`config.mk`:
```
export PLATFORM = sky130hd
export DESIGN_NAME = led_scan_decoder
export DESIGN_NICKNAME = d
export VERILOG_FILES = /design/src/rtl/led_seg_pkg.sv /design/src/rtl/seg7_to_code.sv /design/src/rtl/led_scan_decoder.sv
export SDC_FILE = /design/constraint.sdc
export NUM_CORES = 1
export LEC_CHECK = 0
export CAP_MARGIN = 20
export CORE_UTILIZATION = 33
export DETAILED_ROUTE_END_ITERATION = 16
export PLACE_DENSITY = 0.52
export SLEW_MARGIN = 20
export SYNTH_ARGS = -nofsm -noshare
export SYNTH_HDL_FRONTEND = slang
export SYNTH_SLANG_ARGS = --single-unit
```
`constraint.sdc`:
```
create_clock -name clk -period 5.6 [get_ports clk]
set_input_delay 1.12 -clock clk [delete_from_list [all_inputs] [get_ports clk]]
set_output_delay 1.12 -clock clk [all_outputs]
set_load 0.01 [all_outputs]
```
`src/rtl/led_seg_pkg.sv`:
```
// ---------------------------------------------------------------------------
// led_seg_pkg
//   Shared definitions for the multiplexed 7-segment display path.
//   Segment patterns are active-low and packed as {g,f,e,d,c,b,a}.
//   Holds the pattern constants, the digit code constants and the scan
//   decoder FSM state encoding. Also used by the display driver side.
// ---------------------------------------------------------------------------
package led_seg_pkg;

   localparam logic [6:0] SEG_ZERO  = 7'h40;
   localparam logic [6:0] SEG_ONE   = 7'h79;
   localparam logic [6:0] SEG_TWO   = 7'h24;
   localparam logic [6:0] SEG_THREE = 7'h30;
   localparam logic [6:0] SEG_FOUR  = 7'h19;
   localparam logic [6:0] SEG_FIVE  = 7'h12;
   localparam logic [6:0] SEG_SIX   = 7'h02;
   localparam logic [6:0] SEG_SEVEN = 7'h78;
   localparam logic [6:0] SEG_EIGHT = 7'h00;
   localparam logic [6:0] SEG_NINE  = 7'h18;
   localparam logic [6:0] SEG_NONE  = 7'h7F;

   localparam logic [3:0] CODE_BLANK   = 4'hA;
   localparam logic [3:0] CODE_INVALID = 4'hE;

   typedef enum logic [1:0] {
      ST_IDLE    = 2'd0,
      ST_SETTLE  = 2'd1,
      ST_CAPTURE = 2'd2,
      ST_HOLD    = 2'd3
   } scan_state_t;

endpackage

```
`src/rtl/seg7_to_code.sv`:
```
// ---------------------------------------------------------------------------
// seg7_to_code
//   Combinational decode of an active-low segment pattern into a digit code.
//   Ports:
//     seg     in  7  segment pattern {g,f,e,d,c,b,a}, active-low
//     code    out 4  0-9, CODE_BLANK for all-dark, CODE_INVALID otherwise
//     invalid out 1  pattern is not one of the eleven known shapes
// ---------------------------------------------------------------------------
module seg7_to_code
   import led_seg_pkg::*;
(
   input  logic [6:0] seg,
   output logic [3:0] code,
   output logic       invalid
);

   // Table lookup; anything that is not a recognised glyph or a dark digit
   // is flagged so the caller can record it against the digit position.
   always_comb begin
      code    = CODE_INVALID;
      invalid = 1'b0;
      case (seg)
         SEG_ZERO:  code = 4'd0;
         SEG_ONE:   code = 4'd1;
         SEG_TWO:   code = 4'd2;
         SEG_THREE: code = 4'd3;
         SEG_FOUR:  code = 4'd4;
         SEG_FIVE:  code = 4'd5;
         SEG_SIX:   code = 4'd6;
         SEG_SEVEN: code = 4'd7;
         SEG_EIGHT: code = 4'd8;
         SEG_NINE:  code = 4'd9;
         SEG_NONE:  code = CODE_BLANK;
         default: begin
            code    = CODE_INVALID;
            invalid = 1'b1;
         end
      endcase
   end

endmodule

```
`src/rtl/led_scan_decoder.sv`:
```
// ---------------------------------------------------------------------------
// led_scan_decoder
//   Snoops the scanned 8-digit 7-segment bus and rebuilds the displayed
//   digits as codes, publishing a full frame once every position is seen.
//   Parameters: SETTLE (stable cycles before capture, >=1),
//               TIMEOUT (cycles without capture before locked drops, >=2).
//   Optional feature macro: LED_SCAN_DP_CAPTURE_EN (decimal point capture).
//   Ports:
//     clk, rst           clock, synchronous active-high reset
//     led_en[7:0]        digit enables, active-low, bit7 = leftmost digit
//     led_ca..led_cg     segment lines, active-low
//     led_dp             decimal point, active-low
//     digits[31:0]       digit i in digits[4i+3:4i]
//     dp_out[7:0]        captured decimal points, active-high
//     frame_valid        one-cycle pulse when digits/dp_out update
//     seg_err[7:0]       sticky, undecodable pattern captured per digit
//     en_err             sticky, more than one enable was low
//     locked             high from first frame until capture timeout
// ---------------------------------------------------------------------------
module led_scan_decoder
   import led_seg_pkg::*;
#(
   parameter int SETTLE  = 2,
   parameter int TIMEOUT = 1024
)
(
   input  logic        clk,
   input  logic        rst,
   input  logic [7:0]  led_en,
   input  logic        led_ca,
   input  logic        led_cb,
   input  logic        led_cc,
   input  logic        led_cd,
   input  logic        led_ce,
   input  logic        led_cf,
   input  logic        led_cg,
   input  logic        led_dp,
   output logic [31:0] digits,
   output logic [7:0]  dp_out,
   output logic        frame_valid,
   output logic [7:0]  seg_err,
   output logic        en_err,
   output logic        locked
);

   localparam int SW = $clog2(SETTLE + 1);
   localparam int TW = $clog2(TIMEOUT);
   localparam scan_state_t FIRST_ST = (SETTLE == 1) ? ST_CAPTURE : ST_SETTLE;

   logic [7:0]    s_en, p_en, hold_en, en_low;
   logic [6:0]    s_seg, p_seg, cap_seg;
   logic [2:0]    en_idx, cap_idx;
   logic [3:0]    cap_code;
   logic          cap_invalid;
   logic          one_cold, multi_cold, stable, to_hit, publish, cap_load;
   scan_state_t   state;
   logic [SW-1:0] stab_cnt;
   logic [TW-1:0] to_cnt;
   logic [31:0]   shadow;
   logic [7:0]    seen;

   // Classify the registered enables. A one-cold word selects a digit; more
   // than one low bit is a bus fault. Capture values are refreshed on every
   // cycle where the FSM is still deciding, so on entry to CAPTURE they hold
   // exactly the sample that passed the stability check. In HOLD they stay
   // frozen so a bus change during CAPTURE is still seen afterwards.
   always_comb begin
      en_low     = ~s_en;
      multi_cold = |(en_low & (en_low - 8'd1));
      one_cold   = (en_low != 8'd0) && !multi_cold;
      en_idx     = 3'd0;
      for (int i = 0; i < 8; i++) begin
         if (!s_en[i]) en_idx = 3'(i);
      end
      stable   = (s_en == p_en) && (s_seg == p_seg);
      to_hit   = (to_cnt == TW'(TIMEOUT - 1));
      publish  = (seen == 8'hFF);
      cap_load = (state == ST_IDLE) || (state == ST_SETTLE) ||
                 ((state == ST_HOLD) && (s_en != hold_en));
   end

   // Input synchroniser plus a one-cycle history used to judge stability.
   always_ff @(posedge clk) begin
      if (rst) begin
         s_en  <= 8'hFF;
         p_en  <= 8'hFF;
         s_seg <= SEG_NONE;
         p_seg <= SEG_NONE;
      end else begin
         s_en  <= led_en;
         s_seg <= {led_cg, led_cf, led_ce, led_cd, led_cc, led_cb, led_ca};
         p_en  <= s_en;
         p_seg <= s_seg;
      end
   end

   // Scan tracking FSM. A digit must stay unchanged for SETTLE cycles before
   // it is captured; any change restarts the count. After a capture we park
   // in HOLD until the bus moves on, so one slot yields one capture.
   always_ff @(posedge clk) begin
      if (rst) begin
         state    <= ST_IDLE;
         stab_cnt <= '0;
      end else begin
         case (state)
            ST_IDLE: begin
               if (one_cold) begin
                  state    <= FIRST_ST;
                  stab_cnt <= SW'(1);
               end
            end
            ST_SETTLE: begin
               if (stable) begin
                  if ((stab_cnt + SW'(1)) >= SW'(SETTLE)) state <= ST_CAPTURE;
                  else stab_cnt <= stab_cnt + SW'(1);
               end else if (one_cold) begin
                  stab_cnt <= SW'(1);
               end else begin
                  state <= ST_IDLE;
               end
            end
            ST_CAPTURE: begin
               state <= ST_HOLD;
            end
            ST_HOLD: begin
               if (s_en != hold_en) begin
                  if (one_cold) begin
                     state    <= FIRST_ST;
                     stab_cnt <= SW'(1);
                  end else begin
                     state <= ST_IDLE;
                  end
               end
            end
            default: state <= ST_IDLE;
         endcase
      end
   end

   // Snapshot of the digit being qualified; written into the shadow during
   // the CAPTURE cycle.
   always_ff @(posedge clk) begin
      if (rst) begin
         cap_idx <= 3'd0;
         cap_seg <= SEG_NONE;
         hold_en <= 8'hFF;
      end else if (cap_load) begin
         cap_idx <= en_idx;
         cap_seg <= s_seg;
         hold_en <= s_en;
      end
   end

   seg7_to_code u_dec (
      .seg     (cap_seg),
      .code    (cap_code),
      .invalid (cap_invalid)
   );

   // Watchdog on captures: counts idle cycles and saturates, so a stopped
   // scan eventually drops lock and discards any partial frame.
   always_ff @(posedge clk) begin
      if (rst) begin
         to_cnt <= '0;
      end else if (state == ST_CAPTURE) begin
         to_cnt <= '0;
      end else if (!to_hit) begin
         to_cnt <= to_cnt + TW'(1);
      end
   end

   // Frame assembly. Captures land in the shadow and mark the position as
   // seen; once all eight are present the shadow is published the next
   // cycle. Clearing of seen is ordered before the capture bit set, so a
   // capture coinciding with a timeout is not dropped.
   always_ff @(posedge clk) begin
      if (rst) begin
         shadow      <= 32'hAAAA_AAAA;
         seen        <= 8'h00;
         digits      <= 32'hAAAA_AAAA;
         frame_valid <= 1'b0;
         seg_err     <= 8'h00;
         en_err      <= 1'b0;
         locked      <= 1'b0;
      end else begin
         frame_valid <= 1'b0;
         if (multi_cold) en_err <= 1'b1;
         if (publish) begin
            digits      <= shadow;
            frame_valid <= 1'b1;
            locked      <= 1'b1;
         end else if (to_hit) begin
            locked <= 1'b0;
         end
         if (publish || to_hit) seen <= 8'h00;
         if (state == ST_CAPTURE) begin
            shadow[{cap_idx, 2'b00} +: 4] <= cap_code;
            seen[cap_idx]                 <= 1'b1;
            if (cap_invalid) seg_err[cap_idx] <= 1'b1;
         end
      end
   end

`ifdef LED_SCAN_DP_CAPTURE_EN
   logic       s_dp, cap_dp;
   logic [7:0] dp_shadow;

   // Decimal point path follows the same sample/capture/publish timing as
   // the segments, stored active-high.
   always_ff @(posedge clk) begin
      if (rst) begin
         s_dp      <= 1'b1;
         cap_dp    <= 1'b0;
         dp_shadow <= 8'h00;
         dp_out    <= 8'h00;
      end else begin
         s_dp <= led_dp;
         if (cap_load) cap_dp <= ~s_dp;
         if (state == ST_CAPTURE) dp_shadow[cap_idx] <= cap_dp;
         if (publish) dp_out <= dp_shadow;
      end
   end
`else
   logic unused_dp;

   assign dp_out    = 8'h00;
   assign unused_dp = led_dp;
`endif

endmodule
```
==> results of run 1 <==
==> sequential cells by signal (all words and copies together), names as in the netlist, 7 cells and up, named ones only <==
name,cells
to_cnt,10
hold_en,8
s_en,8
seen,8
seg_err,8
p_en,8
digits,32
p_seg,7
shadow,32
s_seg,7
cap_seg,7
==> layout make-up <==
| class | instances | share of cell area, % |
|---|---|---|
| clock inverters | 13 | 2.415 |
| repair buffers | 63 | 8.610 |
| flip-flops and latches | 145 | 40.60 |
| well taps | 225 | 3.938 |
| multi-input cells | 471 | 37.63 |
| clock buffers | 19 | 6.335 |
| inverters | 9 | 0.4725 |
==> cell usage in the layout, fill, tap and decap left out, drive strengths merged, types with 3 or more instances in the layout <==
cell type / n
dfxtp: 145
nand2: 120
clkdlybuf4s50: 58
nor2: 49
a21oi: 46
nand3: 39
or2: 29
xnor2: 27
clkbuf: 19
nor3: 16
nand4: 15
a211oi: 13
inv: 13
o21ai: 11
o211ai: 9
mux2i: 9
nor2b: 8
and3: 8
conb: 8
o2bb2ai: 6
xor2: 5
nor4: 5
buf: 5
a31oi: 4
nand2b: 3
a32oi: 3
a41oi: 3
ha: 3
bufinv: 3
clkinvlp: 3
or4: 3
clkinv: 3
==> kinds of logic after synthesis <==
group / Yosys count / synth area share, %
AND/OR/NAND/NOR: 306 / 25.12
flip-flops: 145 / 49.69
AO/OA/AOI/OAI: 111 / 12.94
buffers and inverters: 60 / 4.840
XOR/XNOR: 32 / 4.798
multiplexers: 10 / 1.735
adder cells (fa/ha/maj): 4 / 0.8140
other: 1 / 0.06419
==> worst paths after layout <==
check	startpoint	endpoint	slack, ps	cells past startpoint
setup / recovery	digits[3]$_SDFFE_PP1P_	digits[3]	3140	1
hold / removal	digits[14]$_SDFFE_PP0P_	digits[14]$_SDFFE_PP0P_	450	2
hold reg to reg	digits[14]$_SDFFE_PP0P_	digits[14]$_SDFFE_PP0P_	450	2
setup reg to reg	s_en[4]$_SDFF_PP1_	stab_cnt[1]$_SDFFE_PP0P_	3210	6
==> report_power, final <==
group          internal [mW]  switching (mW)
sequential              1.05          0.0296
clock                  0.733           0.453
combinational         0.0592          0.0764
==> per-stage QoR <==
stage               util, %  worst slack, ps  power, mW
finish                41.33             3141      2.403
global route          41.33             3013      2.496
CTS                   41.33             3120      2.433
detailed placement    37.72             3040      1.241
global placement      37.72             3075      1.237
floorplan                 -             3450      1.206
==> routing by layer <==
metal | track usage, % | vias to the layer above | wire, microns
li1 | - | 2366 | -
met1 | 18.95 | 2171 | 6332
met2 | 25.29 | 82 | 6428
met3 | 4.242 | 11 | 397
met4 | 6.117 | 0 | 184
met5 | 0 | - | 0
==> out/summary.log, run 1 <==
qor: clocking.clk_pin_slew_worst_paths 60 ps
qor: yosys.post-synth-top-area-fraction 49.69%
qor: flow_run.max_cap_violations 0
qor: drt.routed_wirelength 13340 microns
qor: cells_and_area.area_of_all_sequential_standard_cells 2903 sq um
qor: cells_and_area.layout-area-overhead-vs-synth 22.38%
qor: cells_and_area.drive_gt1_share 10.56%
qor: setup_path.cp.required 4480 ps
qor: worst_hold_path.hp-class register to register
qor: floorplan.core-area 17300 sq um
qor: clocking.clk_root_buffer_cell sky130_fd_sc_hd__clkbuf_16
qor: placement.post_dp_cell_area 6524 sq um
qor: drt.remaining_drc_errors 0
qor: placement.buffer_ports.inserted 59
qor: clocking.ctsHtreeMaxLevel 4
qor: yosys.synth_cells 669
qor: yosys.ys_top_cells_by_count sky130_fd_sc_hd__dfxtp_1 (145), sky130_fd_sc_hd__nand2_1 (120), sky130_fd_sc_hd__nor2_1 (49), sky130_fd_sc_hd__a21oi_1 (45), sky130_fd_sc_hd__nand3_1 (39)
qor: yosys.synth.distinct_cells 57
qor: power_and_ir_drop.power.density 336.2 nW/um^2
qor: floorplan.die_w 135.1 microns
qor: yosys.synth.yosys.warnings 0
qor: sta.timing_hold_violations_final 0
qor: floorplan.die_area 18240 sq um
qor: clocking.cts_made_buffers 17
qor: power_and_ir_drop.leakage 2.633 nW
qor: clocking.maximum_number_of_buffers_from_clock_root_to_sink 2
qor: floorplan.placement_rows 48
qor: yosys.count_leader_synth sky130_fd_sc_hd__dfxtp_1
qor: sta.fmaxAchievable 406.7 MHz
qor: drt.post_drt_via_cell_ratio 4.899
qor: setup_path.crit_path_cell_trace clkdlybuf4s50_1
qor: sta.period_share 43.91%
qor: setup_path.cp.buffers_inverters 1
qor: grt.grt.total_usage 15.37%
qor: clocking.cts_resized 0
qor: floorplan.ios 69
qor: setup_path.critical_path_capture_point_type output port
qor: clocking.clock_sink_count 145
qor: drt.firstDrtPassIters 5
qor: yosys.post_synth_instance_area 5842 sq um
qor: sta.hold_slack 450.1 ps
qor: sta.setup_viol 0
qor: cells_and_area.antenna_cells_inserted 0
qor: setup_path.critical_path_class register to output port
qor: cells_and_area.num-fill-cells 1707
qor: yosys.synth.largest_area_cell sky130_fd_sc_hd__dfxtp_1
qor: run_status.run_status finished clean
qor: drt.first_iter_violations 259
qor: power_and_ir_drop.peakVddDrop 0.2194 mV
qor: setup_path.crit_path_max_incr_delay 550 ps
qor: grt.pin_count_of_the_biggest_net_entering_global_routing 89
qor: sta.slew_violations 0
qor: placement.dp_cells 913
qor: yosys.postSynthRegisterBits 145
qor: placement.finalWeightedCongestion 0.7763
qor: sta.setup_total_negative_slack 0 ps
qor: yosys.synth_seq_area_share 49.69%
qor: sta.final.setup_skew 12.68 ps
qor: setup_path.critical_path_peak_fanout 2
qor: yosys.synth_area_per_cell 8.732 sq um
qor: sta.final.min_clock_period 2459 ps
qor: floorplan.die-height 135.1 microns
qor: grt.grt_remaining_overflow 0
qor: cells_and_area.final_design_area_no_fill 7149 sq um
qor: drt.dr_total_vias 4630
qor: setup_path.cp_arrival 1340 ps
qor: setup_path.setup.worst_path.start_class register
qor: clocking.postCtsSetupBuffers 0
qor: sta.timing.max_slew.rel_slack 40.19%
qor: sta.max_slew.worst_pin.slew 897.2 ps
qor: cells_and_area.multiInputGateArea 2690 sq um
qor: cells_and_area.design.final.nets 728
qor: setup_path.cpMaxStageDelayCell sky130_fd_sc_hd__clkdlybuf4s50_1
qor: grt.grt_pass1_wl 21750 microns
qor: yosys.netlist_top_cells_area sky130_fd_sc_hd__dfxtp_1 (50%), sky130_fd_sc_hd__nand2_1 (7.7%), sky130_fd_sc_hd__xnor2_1 (4.0%)
qor: setup_path.worst_path_dominant_cell_family buffers and inverters
qor: grt.antenna_found_initial 0
qor: yosys.synth-edff-count 0
qor: drt.wl_per_cell 14.12 microns
qor: yosys.synth_ff_type sky130_fd_sc_hd__dfxtp_1
qor: yosys.synthArstFlopShare 0%
qor: sta.setup_repair_after_global_routing_missed_its_margin no
qor: clocking.cts_tree yes
qor: clocking.ctsHoldBuffers 0
qor: placement.dpl.hpwl 8974 microns
qor: cells_and_area.non_filler_cells_final 945
qor: grt.via_count_of_the_first_global_routing_pass 4359
qor: clocking.clkLatencyLatePin 420 ps
qor: floorplan.floorplan.initialDensity 33.77%
qor: drt.post_route_ant_nets 0
No activity file was read; power rests on OpenSTA's default activity.
==> run 2, diff against run 1 <==
- clock period: 5.6 -> 2.55 ns (I/O delays scaled with it)
==> run 2 against run 1 <==
Clock power is 98% higher. Register-to-register slack worse by 2900 ps. Worst setup slack got worse by 2800 ps. Critical path depth is 4 higher. Die area did not move. Sequential power increased by 120%. Largest cell class unchanged. Largest power group is now sequential cells.
==> out/summary.log, run 2 (synthesized netlist as in run 1, its figures left out) <==
qor: placement.dp_worst_setup_slack 315.4 ps
qor: worst_hold_path.hp-class register to register
qor: floorplan.placement_rows 48
qor: grt.antenna_found_initial 0
qor: floorplan.ios 69
qor: cells_and_area.multiInputGateArea 2690 sq um
qor: sta.setup_repair_after_global_routing_missed_its_margin no
qor: sta.period_share 87.24%
qor: cells_and_area.layout_common_cells sky130_fd_sc_hd__dfxtp_1 (145), sky130_fd_sc_hd__nand2_1 (120), sky130_fd_sc_hd__clkdlybuf4s50_1 (58)
qor: setup_path.crit_path_max_incr_delay 660 ps
qor: clocking.cts_resized 0
qor: power_and_ir_drop.power.density 703.9 nW/um^2
qor: cells_and_area.layout.cells.most_common sky130_fd_sc_hd__dfxtp_1
qor: sta.final.setup_skew 6.448 ps
qor: clocking.ctsHtreeMaxLevel 4
qor: grt.pin_count_of_the_biggest_net_entering_global_routing 46
qor: power_and_ir_drop.leakage 2.662 nW
qor: grt.via_count_of_the_first_global_routing_pass 4437
qor: cells_and_area.layout_top_registers digits (32), shadow (32), to_cnt (10)
qor: placement.post_dp_cell_area 6606 sq um
qor: setup_path.timing.critical_path.depth 5
qor: clocking.postCtsSetupBuffers 0
qor: cells_and_area.drive_gt1_share 10.99%
qor: setup_path.reg2reg_to shadow[11]$_SDFFE_PP1P_
qor: setup_path.depth_of_the_worst_register_to_register_path 5
qor: cells_and_area.final_design_area_no_fill 7158 sq um
qor: setup_path.setup.worst_path.start_class register
qor: cells_and_area.antenna_cells_inserted 0
qor: drt.first_iter_violations 281
qor: setup_path.critical_path_capture_point_type register
qor: drt.post_drt_via_cell_ratio 4.920
qor: sta.setup_slack 325.3 ps
qor: sta.setup_viol 0
qor: floorplan.die-height 135.1 microns
qor: placement.finalWeightedCongestion 0.7802
qor: sta.final.min_clock_period 2225 ps
qor: setup_path.cp.buffers_inverters 0
qor: clocking.clkLatencyLatePin 420 ps
qor: setup_path.rr_startpoint cap_seg[1]$_SDFFE_PP1P_
qor: sta.slew_violations 0
qor: clocking.clk_root_buffer_cell sky130_fd_sc_hd__clkbuf_16
qor: drt.dr_total_vias 4689
qor: setup_path.cp-startpoint cap_seg[1]$_SDFFE_PP1P_
qor: cells_and_area.area_of_all_sequential_standard_cells 2903 sq um
qor: sta.timing_hold_violations_final 0
qor: setup_path.r2r_setup_slack 330 ps
qor: sta.fmaxAchievable 449.5 MHz
qor: placement.dpl.hpwl 9178 microns
qor: setup_path.cp_arrival 2510 ps
qor: setup_path.worst_path_dominant_cell_family compound AO/OA/AOI/OAI gates
qor: sta.setup_total_negative_slack 0 ps
qor: setup_path.endpoint shadow[11]$_SDFFE_PP1P_
qor: setup_path.cpMaxStageDelayCell sky130_fd_sc_hd__a2111oi_4
qor: drt.routed_wirelength 12990 microns
qor: clocking.ctsHoldBuffers 0
qor: clocking.cts_made_buffers 17
qor: clocking.clk_pin_slew_worst_paths 60 ps
qor: setup_path.crit_path_cell_trace or4b_1 > o21ai_0 > a21oi_1 > a2111oi_4 > o21ai_1
qor: power_and_ir_drop.report.power.total 5.039 mW
qor: power_and_ir_drop.peakVddDrop 0.4844 mV
qor: grt.grt_remaining_overflow 0
qor: setup_path.cp.required 2830 ps
qor: cells_and_area.num-fill-cells 1725
qor: placement.buffer_ports.inserted 59
qor: grt.grt_pass1_wl 22020 microns
qor: clocking.cts_tree yes
qor: drt.firstDrtPassIters 4
qor: drt.post_route_ant_nets 0
qor: floorplan.die_area 18240 sq um
qor: cells_and_area.layout-area-overhead-vs-synth 22.53%
qor: flow_run.max_cap_violations 0
qor: floorplan.core-area 17300 sq um
qor: clocking.maximum_number_of_buffers_from_clock_root_to_sink 2
qor: sta.max_slew.worst_pin.slew 774.0 ps
qor: floorplan.die_w 135.1 microns
qor: setup_path.critical_path_class register to register
qor: clocking.clock_sink_count 145
qor: floorplan.floorplan.initialDensity 33.77%
qor: sta.timing.max_slew.rel_slack 48.40%
qor: grt.grt.total_usage 15.43%
qor: setup_path.critical_path_peak_fanout 11
qor: sta.hold_slack 450.1 ps
qor: run_status.run_status finished clean
qor: drt.remaining_drc_errors 0
qor: drt.wl_per_cell 13.63 microns
qor: cells_and_area.design.final.nets 739
## run 2: layout make-up
class	count	share of cell area, %
clock buffers	23	6.537
clock inverters	6	1.171
repair buffers	74	9.754
flip-flops and latches	145	40.55
inverters	9	0.4719
multi-input cells	471	37.58
well taps	225	3.933
## run 2: worst min path at each step
stage                                         end  depth (start not counted)                     from
after floorplan            digits[0]$_SDFFE_PP0P_                          2   shadow[0]$_SDFFE_PP0P_
after global placement    shadow[28]$_SDFFE_PP0P_                          2  shadow[28]$_SDFFE_PP0P_
after detailed placement   digits[2]$_SDFFE_PP0P_                          2   digits[2]$_SDFFE_PP0P_
after CTS                  digits[6]$_SDFFE_PP0P_                          2   digits[6]$_SDFFE_PP0P_
after global routing       digits[6]$_SDFFE_PP0P_                          2   digits[6]$_SDFFE_PP0P_
final                      digits[6]$_SDFFE_PP0P_                          2   digits[6]$_SDFFE_PP0P_
## run 2: through the flow
step                      utilization [%]  instances
after floorplan                         -        676
after global placement              38.19        924
after detailed placement            38.19        924
after CTS                           41.38        953
after global routing                41.38        953
final                               41.38        953
## run 2: power by group
part | internal, mW | switching [mW]
registers | 2.31 | 0.0595
logic | 0.134 | 0.175
clock network | 1.47 | 0.887
total | 3.92 | 1.12
## run 2: per-layer routing
layer	share of wire, %	track usage (%)
met5	0	0
met3	3.7	4.017
met4	1.8	6.117
met1	48	19.57
met2	47	24.94
## run 2: worst min-delay path, cell delays in order (launching register included)
cell and delay (ps):
sky130_fd_sc_hd__dfxtp_1 300, sky130_fd_sc_hd__nand2_1 50, sky130_fd_sc_hd__a21oi_1 50
==> run 3, diff against run 2 <==
- HOLD_SLACK_MARGIN: default -> 0.02
- PLACE_DENSITY: 0.52 -> 0.58
==> run 3 against run 2 <==
Worst setup slack gained 10 ps. Register-to-register slack about the same. Global-route usage down 0.32 points. Flip-flop and latch count unchanged. Clock power is essentially flat. Wire length down 2.3%. Sequential share of layout area rose by 0.071 points.
==> out/summary.log, run 3 (synthesized netlist as in run 1, its figures left out) <==
qor: cells_and_area.num-fill-cells 1717
qor: drt.dr_total_vias 4700
qor: sta.period_share 86.85%
qor: placement.finalWeightedCongestion 0.7959
qor: floorplan.ios 69
qor: clocking.ctsHoldBuffers 0
qor: setup_path.critical_path_capture_point_type register
qor: floorplan.die_w 135.1 microns
qor: sta.final.setup_skew 8.390 ps
qor: grt.via_count_of_the_first_global_routing_pass 4479
qor: sta.setup_repair_after_global_routing_missed_its_margin no
qor: floorplan.die_area 18240 sq um
qor: clocking.cts_made_buffers 17
qor: setup_path.cpMaxStageDelayCell sky130_fd_sc_hd__a2111oi_4
qor: sta.slew_violations 0
qor: clocking.clk_root_buffer_cell sky130_fd_sc_hd__clkbuf_16
qor: clocking.ctsHtreeMaxLevel 4
qor: grt.grt.total_usage 15.11%
qor: grt.grt_pass1_wl 21670 microns
qor: drt.post_route_ant_nets 0
qor: run_status.run_status finished clean
qor: sta.timing.max_slew.rel_slack 56.47%
qor: setup_path.worst_path_dominant_cell_family compound AO/OA/AOI/OAI gates
qor: power_and_ir_drop.report.power.total 5.039 mW
qor: placement.dpl.hpwl 8967 microns
qor: drt.first_iter_violations 309
qor: cells_and_area.layout_common_cells sky130_fd_sc_hd__dfxtp_1 (145), sky130_fd_sc_hd__nand2_1 (120), sky130_fd_sc_hd__clkdlybuf4s50_1 (58)
qor: setup_path.crit_path_max_incr_delay 670 ps
qor: sta.setup_slack 335.3 ps
qor: setup_path.critical_path_peak_fanout 10
qor: clocking.maximum_number_of_buffers_from_clock_root_to_sink 2
qor: drt.post_drt_via_cell_ratio 4.937
qor: setup_path.timing.critical_path.depth 5
qor: cells_and_area.multiInputGateArea 2690 sq um
qor: setup_path.setup.worst_path.start_class register
qor: clocking.postCtsSetupBuffers 0
qor: placement.dp_worst_setup_slack 369.6 ps
qor: clocking.cts_tree yes
qor: cells_and_area.antenna_cells_inserted 0
qor: floorplan.floorplan.initialDensity 33.77%
qor: power_and_ir_drop.leakage 2.643 nW
qor: sta.setup_total_negative_slack 0 ps
qor: flow_run.max_cap_violations 0
qor: floorplan.core-area 17300 sq um
qor: floorplan.placement_rows 48
qor: worst_hold_path.holdPathStages 2
qor: cells_and_area.layout.cells.most_common sky130_fd_sc_hd__dfxtp_1
qor: floorplan.die-height 135.1 microns
qor: setup_path.cp_arrival 2490 ps
qor: setup_path.critical_path_class register to register
qor: sta.setup_viol 0
qor: grt.grt_remaining_overflow 0
qor: drt.routed_wirelength 12700 microns
qor: power_and_ir_drop.peakVddDrop 0.5014 mV
qor: clocking.clk_pin_slew_worst_paths 60 ps
qor: setup_path.depth_of_the_worst_register_to_register_path 5
qor: clocking.clock_sink_count 145
qor: placement.buffer_ports.inserted 59
qor: cells_and_area.design.final.nets 736
qor: cells_and_area.layout_top_registers digits (32), shadow (32), to_cnt (10)
qor: grt.antenna_found_initial 0
qor: clocking.cts_resized 0
qor: sta.final.min_clock_period 2215 ps
qor: sta.max_slew.worst_pin.slew 653.0 ps
qor: cells_and_area.drive_gt1_share 11.14%
qor: grt.pin_count_of_the_biggest_net_entering_global_routing 49
qor: drt.remaining_drc_errors 0
qor: setup_path.crit_path_cell_trace or4b_1 > a21oi_1 > a31oi_1 > a2111oi_4 > a21oi_1
qor: drt.firstDrtPassIters 4
qor: cells_and_area.area_of_all_sequential_standard_cells 2903 sq um
qor: setup_path.most_prevalent_standard_cell_on_the_critical_path sky130_fd_sc_hd__a21oi_1
qor: clocking.clkLatencyLatePin 420 ps
qor: worst_hold_path.hp-class register to register
qor: cells_and_area.layout-area-overhead-vs-synth 22.32%
qor: sta.timing_hold_violations_final 0
qor: setup_path.cp.required 2820 ps
qor: power_and_ir_drop.power.density 705.2 nW/um^2
qor: setup_path.cp.buffers_inverters 0
qor: sta.fmaxAchievable 451.5 MHz
qor: drt.wl_per_cell 13.34 microns
==> run 3: final timing paths <==
kind | from | end | slack, ps
worst min register to register | digits[2]$_SDFFE_PP0P_ | digits[2]$_SDFFE_PP0P_ | 450
worst max-delay path | cap_seg[4]$_SDFFE_PP1P_ | shadow[27]$_SDFFE_PP1P_ | 340
worst max register to register | cap_seg[4]$_SDFFE_PP1P_ | shadow[27]$_SDFFE_PP1P_ | 340
worst min-delay path | digits[2]$_SDFFE_PP0P_ | digits[2]$_SDFFE_PP0P_ | 450
==> run 3: stage by stage <==
stage          hold slack, ps  cell area [sq um]  util, %  instances
6_report                452.2               7146    41.31        952
5_1_grt                 473.6               7146    41.31        952
4_1_cts                 453.5               7146    41.31        952
3_5_place_dp            447.7               6584    38.06        921
3_3_place_gp            444.5               6584    38.06        921
2_1_floorplan           432.1               5868        -        676
==> run 3: cell type report <==
cell class / instances / share of cell area (%)
sequential: 145 / 40.62
clock buffer: 20 / 6.251
clock inverter: 11 / 1.611
tap: 225 / 3.940
inverter: 9 / 0.4728
timing repair buffer: 71 / 9.455
multi-input combinational: 471 / 37.65
==> run 3: report_power, final <==
part	switching, mW	total, mW	internal, mW
Combinational	0.166	0.297	0.131
Sequential	0.0627	2.38	2.31
Clock	0.919	2.37	1.45
Total	1.15	5.04	3.89
==> run 3: routing by layer <==
layer	vias up	wire [microns]	GRT usage, %
met5	-	0	0
met4	0	244	7.054
met3	19	527	3.754
met2	100	5848	23.45
met1	2206	6076	19.66
li1	2375	-	-
==> run 3: worst min-delay path: cells and delay by family, from the launching register on <==
family	cells	cell delay [ps]
flops	1	300
simple gates	1	50
compound gates	1	50
